==> src/rtl/mips_ctrl_pkg.sv <==
// Shared constants for the multicycle MIPS control path: opcodes, funct codes,
// ALU operation codes, mux select values and FSM state encodings.
package mips_ctrl_pkg;

  // Opcodes (instr[31:26])
  localparam logic [5:0] OP_RTYPE = 6'b000000;
  localparam logic [5:0] OP_LW    = 6'b100011;
  localparam logic [5:0] OP_SW    = 6'b101011;
  localparam logic [5:0] OP_BEQ   = 6'b000100;
  localparam logic [5:0] OP_BNE   = 6'b000101;
  localparam logic [5:0] OP_ADDI  = 6'b001000;
  localparam logic [5:0] OP_J     = 6'b000010;

  // Funct codes (instr[5:0]) for R-type
  localparam logic [5:0] FN_ADD = 6'b100000;
  localparam logic [5:0] FN_SUB = 6'b100010;
  localparam logic [5:0] FN_AND = 6'b100100;
  localparam logic [5:0] FN_OR  = 6'b100101;
  localparam logic [5:0] FN_SLT = 6'b101010;

  // ALU operation codes, shared with the ALU
  localparam logic [2:0] ALU_ADD = 3'b010;
  localparam logic [2:0] ALU_SUB = 3'b110;
  localparam logic [2:0] ALU_AND = 3'b000;
  localparam logic [2:0] ALU_OR  = 3'b001;
  localparam logic [2:0] ALU_SLT = 3'b111;

  // FSM -> ALU decoder request
  localparam logic [1:0] ALUOP_ADD   = 2'b00;
  localparam logic [1:0] ALUOP_SUB   = 2'b01;
  localparam logic [1:0] ALUOP_FUNCT = 2'b10;

  // alu_src_b selects
  localparam logic [1:0] SRCB_RT     = 2'b00;
  localparam logic [1:0] SRCB_FOUR   = 2'b01;
  localparam logic [1:0] SRCB_IMM    = 2'b10;
  localparam logic [1:0] SRCB_IMM_SH = 2'b11;

  // pc_src selects
  localparam logic [1:0] PCSRC_ALU    = 2'b00;
  localparam logic [1:0] PCSRC_ALUOUT = 2'b01;
  localparam logic [1:0] PCSRC_JUMP   = 2'b10;

  typedef enum logic [3:0] {
    S_IDLE   = 4'd0,
    S_FETCH  = 4'd1,
    S_DECODE = 4'd2,
    S_MEMADR = 4'd3,
    S_MEMRD  = 4'd4,
    S_MEMWB  = 4'd5,
    S_MEMWR  = 4'd6,
    S_EXEC   = 4'd7,
    S_ALUWB  = 4'd8,
    S_BRANCH = 4'd9,
    S_ADDIEX = 4'd10,
    S_ADDIWB = 4'd11,
    S_JUMP   = 4'd12,
    S_HALT   = 4'd13
  } state_e;

endpackage

==> src/rtl/mc_controller_if.sv <==
// Control bus between mc_controller and the multicycle datapath.
// master = controller side, slave = datapath / bench side.
interface mc_controller_if;
  logic       run;
  logic [5:0] opcode;
  logic [5:0] funct;
  logic       zero;
  logic       pc_en;
  logic       iord;
  logic       mem_write_en;
  logic       ir_write;
  logic       reg_write_en;
  logic       reg_dst;
  logic       mem_to_reg;
  logic       alu_src_a;
  logic [1:0] alu_src_b;
  logic [2:0] alu_ctrl;
  logic [1:0] pc_src;
  logic       instr_done;
  logic       illegal_op;
  logic       busy;
  logic [3:0] state_dbg;

  modport master (
    input  run, opcode, funct, zero,
    output pc_en, iord, mem_write_en, ir_write, reg_write_en, reg_dst, mem_to_reg,
           alu_src_a, alu_src_b, alu_ctrl, pc_src, instr_done, illegal_op, busy, state_dbg
  );

  modport slave (
    output run, opcode, funct, zero,
    input  pc_en, iord, mem_write_en, ir_write, reg_write_en, reg_dst, mem_to_reg,
           alu_src_a, alu_src_b, alu_ctrl, pc_src, instr_done, illegal_op, busy, state_dbg
  );
endinterface

==> src/rtl/alu_decoder.sv <==
// Combinational ALU control decoder: FSM alu_op request plus funct -> alu_ctrl.
// bad_funct flags an unknown funct when the FSM asks for a funct decode.
module alu_decoder
  import mips_ctrl_pkg::*;
(
  input  logic [5:0] i_funct,
  input  logic [1:0] i_alu_op,
  output logic [2:0] o_alu_ctrl,
  output logic       o_bad_funct
);

  // Decode requested ALU operation; unknown funct falls back to ADD
  always_comb begin
    o_alu_ctrl  = ALU_ADD;
    o_bad_funct = 1'b0;
    unique case (i_alu_op)
      ALUOP_ADD: o_alu_ctrl = ALU_ADD;
      ALUOP_SUB: o_alu_ctrl = ALU_SUB;
      ALUOP_FUNCT: begin
        case (i_funct)
          FN_ADD:  o_alu_ctrl = ALU_ADD;
          FN_SUB:  o_alu_ctrl = ALU_SUB;
          FN_AND:  o_alu_ctrl = ALU_AND;
          FN_OR:   o_alu_ctrl = ALU_OR;
          FN_SLT:  o_alu_ctrl = ALU_SLT;
          default: o_bad_funct = 1'b1;
        endcase
      end
      default: o_alu_ctrl = ALU_ADD;
    endcase
  end

endmodule

==> src/rtl/mc_controller.sv <==
// Moore control FSM for a multicycle MIPS datapath with run/idle handshake.
// Optional macro MC_CTRL_BNE_EN adds bne decoding through S_BRANCH.
module mc_controller
  import mips_ctrl_pkg::*;
#(
  parameter bit TRAP_ON_ILLEGAL = 1'b0
) (
  input  logic            clk,
  input  logic            rst_n,
  mc_controller_if.master bus
);

  state_e     r_state, w_state_next;
  logic       r_illegal_op;
  logic       w_op_legal, w_is_bne;
  logic       w_pc_write, w_branch, w_iord, w_mem_write_en, w_ir_write;
  logic       w_reg_write_en, w_reg_dst, w_mem_to_reg, w_alu_src_a;
  logic       w_alu_used, w_instr_done, w_bad_funct;
  logic [1:0] w_alu_src_b, w_pc_src, w_alu_op;
  logic [2:0] w_dec_ctrl;
  state_e     w_after_done;

  alu_decoder u_alu_decoder (
    .i_funct     (bus.funct),
    .i_alu_op    (w_alu_op),
    .o_alu_ctrl  (w_dec_ctrl),
    .o_bad_funct (w_bad_funct)
  );

  // Opcode legality check used in S_DECODE
  always_comb begin
    w_op_legal = 1'b0;
    case (bus.opcode)
      OP_RTYPE, OP_LW, OP_SW, OP_BEQ, OP_ADDI, OP_J: w_op_legal = 1'b1;
`ifdef MC_CTRL_BNE_EN
      OP_BNE: w_op_legal = 1'b1;
`endif
      default: w_op_legal = 1'b0;
    endcase
  end

`ifdef MC_CTRL_BNE_EN
  logic r_is_bne;

  // Latch branch polarity in S_DECODE; opcode is stable for the instruction anyway
  always_ff @(posedge clk or negedge rst_n) begin
    if (!rst_n) begin
      r_is_bne <= 1'b0;
    end else if (r_state == S_DECODE) begin
      r_is_bne <= (bus.opcode == OP_BNE);
    end
  end

  assign w_is_bne = r_is_bne;
`else
  assign w_is_bne = 1'b0;
`endif

  // State register
  always_ff @(posedge clk or negedge rst_n) begin
    if (!rst_n) begin
      r_state <= S_IDLE;
    end else begin
      r_state <= w_state_next;
    end
  end

  // Sticky illegal flag: unknown opcode in decode or unknown funct in execute
  always_ff @(posedge clk or negedge rst_n) begin
    if (!rst_n) begin
      r_illegal_op <= 1'b0;
    end else if ((r_state == S_DECODE && !w_op_legal) || (r_state == S_EXEC && w_bad_funct)) begin
      r_illegal_op <= 1'b1;
    end
  end

  assign w_after_done = bus.run ? S_FETCH : S_IDLE;

  // Next-state and per-state control decode
  always_comb begin
    w_state_next   = r_state;
    w_pc_write     = 1'b0;
    w_branch       = 1'b0;
    w_iord         = 1'b0;
    w_mem_write_en = 1'b0;
    w_ir_write     = 1'b0;
    w_reg_write_en = 1'b0;
    w_reg_dst      = 1'b0;
    w_mem_to_reg   = 1'b0;
    w_alu_src_a    = 1'b0;
    w_alu_src_b    = SRCB_RT;
    w_alu_op       = ALUOP_ADD;
    w_alu_used     = 1'b0;
    w_pc_src       = PCSRC_ALU;
    w_instr_done   = 1'b0;
    unique case (r_state)
      S_IDLE: begin
        if (bus.run) w_state_next = S_FETCH;
      end
      S_FETCH: begin
        w_ir_write   = 1'b1;
        w_alu_src_b  = SRCB_FOUR;
        w_alu_used   = 1'b1;
        w_pc_write   = 1'b1;
        w_state_next = S_DECODE;
      end
      S_DECODE: begin
        // Precompute branch target into ALUOut
        w_alu_src_b = SRCB_IMM_SH;
        w_alu_used  = 1'b1;
        case (bus.opcode)
          OP_LW, OP_SW: w_state_next = S_MEMADR;
          OP_RTYPE:     w_state_next = S_EXEC;
          OP_BEQ:       w_state_next = S_BRANCH;
`ifdef MC_CTRL_BNE_EN
          OP_BNE:       w_state_next = S_BRANCH;
`endif
          OP_ADDI:      w_state_next = S_ADDIEX;
          OP_J:         w_state_next = S_JUMP;
          default: begin
            if (TRAP_ON_ILLEGAL) begin
              w_state_next = S_HALT;
            end else begin
              // Skip: PC already advanced in fetch
              w_instr_done = 1'b1;
              w_state_next = w_after_done;
            end
          end
        endcase
      end
      S_MEMADR: begin
        w_alu_src_a  = 1'b1;
        w_alu_src_b  = SRCB_IMM;
        w_alu_used   = 1'b1;
        w_state_next = (bus.opcode == OP_LW) ? S_MEMRD : S_MEMWR;
      end
      S_MEMRD: begin
        w_iord       = 1'b1;
        w_state_next = S_MEMWB;
      end
      S_MEMWB: begin
        w_reg_write_en = 1'b1;
        w_mem_to_reg   = 1'b1;
        w_instr_done   = 1'b1;
        w_state_next   = w_after_done;
      end
      S_MEMWR: begin
        w_iord         = 1'b1;
        w_mem_write_en = 1'b1;
        w_instr_done   = 1'b1;
        w_state_next   = w_after_done;
      end
      S_EXEC: begin
        w_alu_src_a  = 1'b1;
        w_alu_op     = ALUOP_FUNCT;
        w_alu_used   = 1'b1;
        w_state_next = S_ALUWB;
      end
      S_ALUWB: begin
        w_reg_write_en = 1'b1;
        w_reg_dst      = 1'b1;
        w_instr_done   = 1'b1;
        w_state_next   = w_after_done;
      end
      S_BRANCH: begin
        w_alu_src_a  = 1'b1;
        w_alu_op     = ALUOP_SUB;
        w_alu_used   = 1'b1;
        w_branch     = 1'b1;
        w_pc_src     = PCSRC_ALUOUT;
        w_instr_done = 1'b1;
        w_state_next = w_after_done;
      end
      S_ADDIEX: begin
        w_alu_src_a  = 1'b1;
        w_alu_src_b  = SRCB_IMM;
        w_alu_used   = 1'b1;
        w_state_next = S_ADDIWB;
      end
      S_ADDIWB: begin
        w_reg_write_en = 1'b1;
        w_instr_done   = 1'b1;
        w_state_next   = w_after_done;
      end
      S_JUMP: begin
        w_pc_src     = PCSRC_JUMP;
        w_pc_write   = 1'b1;
        w_instr_done = 1'b1;
        w_state_next = w_after_done;
      end
      S_HALT: w_state_next = S_HALT;
      default: w_state_next = S_IDLE;
    endcase
  end

  assign bus.pc_en        = w_pc_write | (w_branch & (bus.zero ^ w_is_bne));
  assign bus.iord         = w_iord;
  assign bus.mem_write_en = w_mem_write_en;
  assign bus.ir_write     = w_ir_write;
  assign bus.reg_write_en = w_reg_write_en;
  assign bus.reg_dst      = w_reg_dst;
  assign bus.mem_to_reg   = w_mem_to_reg;
  assign bus.alu_src_a    = w_alu_src_a;
  assign bus.alu_src_b    = w_alu_src_b;
  // ALU code is only meaningful (and only driven) in states that use the ALU
  assign bus.alu_ctrl     = w_alu_used ? w_dec_ctrl : 3'b000;
  assign bus.pc_src       = w_pc_src;
  assign bus.instr_done   = w_instr_done;
  assign bus.illegal_op   = r_illegal_op;
  assign bus.busy         = (r_state != S_IDLE) && (r_state != S_HALT);
  assign bus.state_dbg    = r_state;

endmodule

==> src/flat_wrapper.sv <==
// flat-port wrapper written by rule: the top's interface ports become plain ports
module mc_controller_flat import mips_ctrl_pkg::*;
#(
  parameter bit TRAP_ON_ILLEGAL = 1'b0
)
  (clk, rst_n, bus_run, bus_opcode, bus_funct, bus_zero, bus_pc_en, bus_iord, bus_mem_write_en, bus_ir_write, bus_reg_write_en, bus_reg_dst, bus_mem_to_reg, bus_alu_src_a, bus_alu_src_b, bus_alu_ctrl, bus_pc_src, bus_instr_done, bus_illegal_op, bus_busy, bus_state_dbg);
  mc_controller_if bus_i ();
  input  logic clk;
  input  logic rst_n;
  input wire logic [$bits(bus_i.run)-1:0] bus_run;
  input wire logic [$bits(bus_i.opcode)-1:0] bus_opcode;
  input wire logic [$bits(bus_i.funct)-1:0] bus_funct;
  input wire logic [$bits(bus_i.zero)-1:0] bus_zero;
  output wire logic [$bits(bus_i.pc_en)-1:0] bus_pc_en;
  output wire logic [$bits(bus_i.iord)-1:0] bus_iord;
  output wire logic [$bits(bus_i.mem_write_en)-1:0] bus_mem_write_en;
  output wire logic [$bits(bus_i.ir_write)-1:0] bus_ir_write;
  output wire logic [$bits(bus_i.reg_write_en)-1:0] bus_reg_write_en;
  output wire logic [$bits(bus_i.reg_dst)-1:0] bus_reg_dst;
  output wire logic [$bits(bus_i.mem_to_reg)-1:0] bus_mem_to_reg;
  output wire logic [$bits(bus_i.alu_src_a)-1:0] bus_alu_src_a;
  output wire logic [$bits(bus_i.alu_src_b)-1:0] bus_alu_src_b;
  output wire logic [$bits(bus_i.alu_ctrl)-1:0] bus_alu_ctrl;
  output wire logic [$bits(bus_i.pc_src)-1:0] bus_pc_src;
  output wire logic [$bits(bus_i.instr_done)-1:0] bus_instr_done;
  output wire logic [$bits(bus_i.illegal_op)-1:0] bus_illegal_op;
  output wire logic [$bits(bus_i.busy)-1:0] bus_busy;
  output wire logic [$bits(bus_i.state_dbg)-1:0] bus_state_dbg;
  assign bus_i.run = bus_run;
  assign bus_i.opcode = bus_opcode;
  assign bus_i.funct = bus_funct;
  assign bus_i.zero = bus_zero;
  assign bus_pc_en = bus_i.pc_en;
  assign bus_iord = bus_i.iord;
  assign bus_mem_write_en = bus_i.mem_write_en;
  assign bus_ir_write = bus_i.ir_write;
  assign bus_reg_write_en = bus_i.reg_write_en;
  assign bus_reg_dst = bus_i.reg_dst;
  assign bus_mem_to_reg = bus_i.mem_to_reg;
  assign bus_alu_src_a = bus_i.alu_src_a;
  assign bus_alu_src_b = bus_i.alu_src_b;
  assign bus_alu_ctrl = bus_i.alu_ctrl;
  assign bus_pc_src = bus_i.pc_src;
  assign bus_instr_done = bus_i.instr_done;
  assign bus_illegal_op = bus_i.illegal_op;
  assign bus_busy = bus_i.busy;
  assign bus_state_dbg = bus_i.state_dbg;
  mc_controller #(.TRAP_ON_ILLEGAL(TRAP_ON_ILLEGAL)) u_core (.clk(clk), .rst_n(rst_n), .bus(bus_i));
endmodule
==> config.mk <==
export PLATFORM = sky130hd
export DESIGN_NAME = mc_controller_flat
export DESIGN_NICKNAME = d
export VERILOG_FILES = /design/src/rtl/mips_ctrl_pkg.sv /design/src/rtl/mc_controller_if.sv /design/src/rtl/alu_decoder.sv /design/src/rtl/mc_controller.sv /design/src/flat_wrapper.sv
export SDC_FILE = /design/constraint.sdc
export NUM_CORES = 1
export LEC_CHECK = 0
export CAP_MARGIN = 15
export CORE_UTILIZATION = 30
export DETAILED_ROUTE_END_ITERATION = 6
export PLACE_DENSITY = 0.65
export REMOVE_ABC_BUFFERS = 1
export SLEW_MARGIN = 30
export SYNTH_ARGS = -nofsm -noshare
export SYNTH_HDL_FRONTEND = slang
export SYNTH_SLANG_ARGS = --single-unit
==> constraint.sdc <==
create_clock -name clk -period 2 [get_ports clk]
set_input_delay 0.3 -clock clk [delete_from_list [all_inputs] [get_ports clk]]
set_output_delay 0.3 -clock clk [all_outputs]
set_load 0.005 [all_outputs]
==> results_dict.tcl <==
set metrics [dict create \
    path_class "in -> out" \
    yosys_warnings 0 \
    cp.required_ns 1.70 \
    gp_congestion 0.895 \
    area_delta_synth_final_pct 118 \
    fp.dieArea_um2 2590 \
    total_power_mw 1.62 \
    chipWidth_um 50.9 \
    tightest_slew_ns 0.435 \
    reg2reg_to "u_core.bus.illegal_op$_DFFE_PN0P_" \
    numCtsBuffers 3 \
    status "finished, violations left" \
    skew_ns 0.00375 \
    hold_violations 0 \
    numClockSinks 5 \
    reg2regPathDepth 8 \
    finalWorstSetupSlack_ns -0.0823 \
    dpl_cell_area_um2 1340 \
    maxSlewHeadroom_pct 70.2 \
    cp_data_arrival_time_ns 1.78 \
    top_layer "met4" \
    core_area_um2 2230 \
    synth_edf_count 0 \
    synth.avg_cell_area_um2 6.70 \
    swShare_pct 41.6 \
    grt_first_pass_wirelength_um 4520 \
    num_rows 17 \
    finalCritPeriodShare_pct 104 \
    finalSetupTns_ns -0.149 \
    initial_utilization_pct 32.1 \
    crit_path_max_fanout 2 \
    layout_min_cycle_time_ns 2.08 \
    grt_max_degree 18 \
    fin_util_pct 70.0 \
    htreeDepth 1 \
    p_sw_uw 676 \
    timing.fmax_ghz 0.480 \
    dr_total_vias 1123 \
    end_kind "output port" \
    synth_cells 107 \
    drtAntennaViolNets 0 \
    cp-start-kind "input pin" \
    viasPerCell 5.37 \
    pwr_density_cell_nw_per_um2 1040 \
    r2r_slack_ns 0.30 \
    drc_errors 0 \
    ys_seq_elements 5 \
    p_int_uw 948 \
    slew_viol_final 0 \
    cts_tree "built" \
    wl_met1_um 1230 \
    diodes 0 \
    ios 38 \
    rsz0062_at_grt "true" \
    synth_cell_types 38 \
    place.port_buffers 37 \
    pwr-share-clk_pct 7.5 \
    grt_overflow_total 0 \
    hp-class "in -> async" \
    clockRootBuffer "clkbuf_4" \
    async_reset_ff_share_pct 100 \
    whs_ns 0.275 \
    met3_length_um 121 \
    fill_cells 187 \
    clock_path_buffers 2 \
    die-height_um 50.9 \
    dp_hpwl_um 2030 \
    drt_first_iter_violations 15 \
    ys_seq_area_share_pct 17.5 \
    clock_latency_ns 0.25 \
    final_area_um2 1560 \
    power_frac_comb_pct 82.0 \
    routed_wl_um 3000 \
    power_frac_seq_pct 10.5 \
    drive_above_1_share_pct 42.0 \
    seq_area_um2 126 \
    setup_viol 2 \
    grtUsageTotal_pct 23.5 \
    r2r_start "u_core.bus.state_dbg[2]$_DFFE_PN0P_" \
    violations "negative setup slack" \
    netlist_area_um2 717 \
    grt_pass1_vias 1062 \
    wl_per_cell_um 14.4 \
    multiInputGateArea_um2 696 \
    cts_hold_buf 0 \
    clkTransAtPathRegs_ns 0.05 \
    wl_met2_um 1560 \
    synth_ff_type "dfrtp_1" \
    dr.pass1.iters 4 \
    power_leakage_nw 0.771 \
    antenna_found_initial 0 \
    maxCapViolCount 0 \
    ir_worst_vdd_uv 728 \
    nets 200 \
]
## sequential cells by signal, indices dropped and copies added, names as in the netlist
register               count
u_core.bus.state_dbg       4
u_core.bus.illegal_op      1
## power groups by stage
stage | clock, mW | sequential (mW) | combinational (mW)
6_report | 0.121 | 0.171 | 1.33
3_3_place_gp | 0 | 0.153 | 1.14
4_1_cts | 0.127 | 0.160 | 1.25
3_5_place_dp | 0 | 0.155 | 1.15
5_1_grt | 0.132 | 0.173 | 1.43
2_1_floorplan | 0 | 0.250 | 0.364
## cells in the final DEF (no fill, tap or decap), drive strengths merged, types with 5 or more instances in the layout
cell type	n
dfrtp	5
nor2	14
dlymetal6s2s	5
a21oi	13
nand2b	6
clkdlybuf4s50	18
nand2	8
clkbuf	7
nor3	8
buf	45
## Yosys cell counts (2+ instances only)
library cell | count | area, um2
nand3_1 | 4 | 20.0
nor2b_1 | 4 | 25.0
o21bai_1 | 2 | 15.0
nand2b_1 | 5 | 31.3
dfrtp_1 | 5 | 125
nor3_1 | 8 | 40.0
a21boi_1 | 2 | 15.0
o21ai_0 | 3 | 15.0
a21o_1 | 2 | 15.0
clkbuf_1 | 4 | 15.0
a32oi_1 | 2 | 17.5
ha_1 | 2 | 25.0
nand2_1 | 8 | 30.0
a21oi_1 | 12 | 60.1
nor2_1 | 14 | 52.6
buf_1 | 2 | 7.51
xor2_1 | 3 | 26.3
or3_1 | 2 | 12.5
inv_1 | 4 | 15.0
## metal layers
metal  track usage (%)  vias up
li1                  -      543
met4              12.0        0
met3              4.17        8
met5                 0        -
met1              25.5      523
met2              43.1       49
## stage by stage
stage               instances  worst slack (ns)
floorplan                 101           -0.0577
global placement          198            -0.753
detailed placement        198            -0.772
CTS                       206            -0.118
global route              209            -0.129
finish                    209           -0.0823
## cell type report
type,count,area share [%]
timing repair buffer,76,42.4
tap,28,2.24
clock buffer,4,1.68
multi-input combinational,92,44.5
inverter,4,1.12
sequential,5,8.09
## worst max path at each step
stage / startpoint / end / slack [ns] / cells past startpoint
final: bus_opcode[5] / bus_instr_done / -0.08 / 6
after global routing: bus_opcode[5] / bus_instr_done / -0.13 / 6
after CTS: u_core.bus.state_dbg[2]$_DFFE_PN0P_ / bus_alu_src_b[1] / -0.12 / 5
after detailed placement: bus_opcode[1] / bus_instr_done / -0.77 / 6
after global placement: bus_opcode[1] / bus_instr_done / -0.75 / 6
after floorplan: u_core.bus.state_dbg[0]$_DFFE_PN0P_ / bus_alu_ctrl[0] / -0.06 / 4
## cell families after synthesis
kind of cell	share of synthesized area, %
AO/OA/AOI/OAI	29.1
XOR/XNOR	3.67
adder cells (fa/ha/maj)	3.49
buffers and inverters	5.23
flip-flops	17.5
multiplexers	1.40
AND/OR/NAND/NOR	39.6
## worst max-delay path: stages
cell	delay [ns]
buf_6	0.09
or4_4	0.54
a21oi_4	0.18
nor4bb_2	0.07
or4_1	0.46
buf_2	0.14
## what timing repair did
| item | CTS | global route |
|---|---|---|
| endpoints found under the hold margin | 0 | 0 |
| endpoints found under the setup margin | 13 | 11 |
| pin swaps | 12 | 9 |
| buffers inserted | 5 | 3 |
| resized for setup | 62 | 22 |
Note: power is estimated with default switching activity, not from simulation.
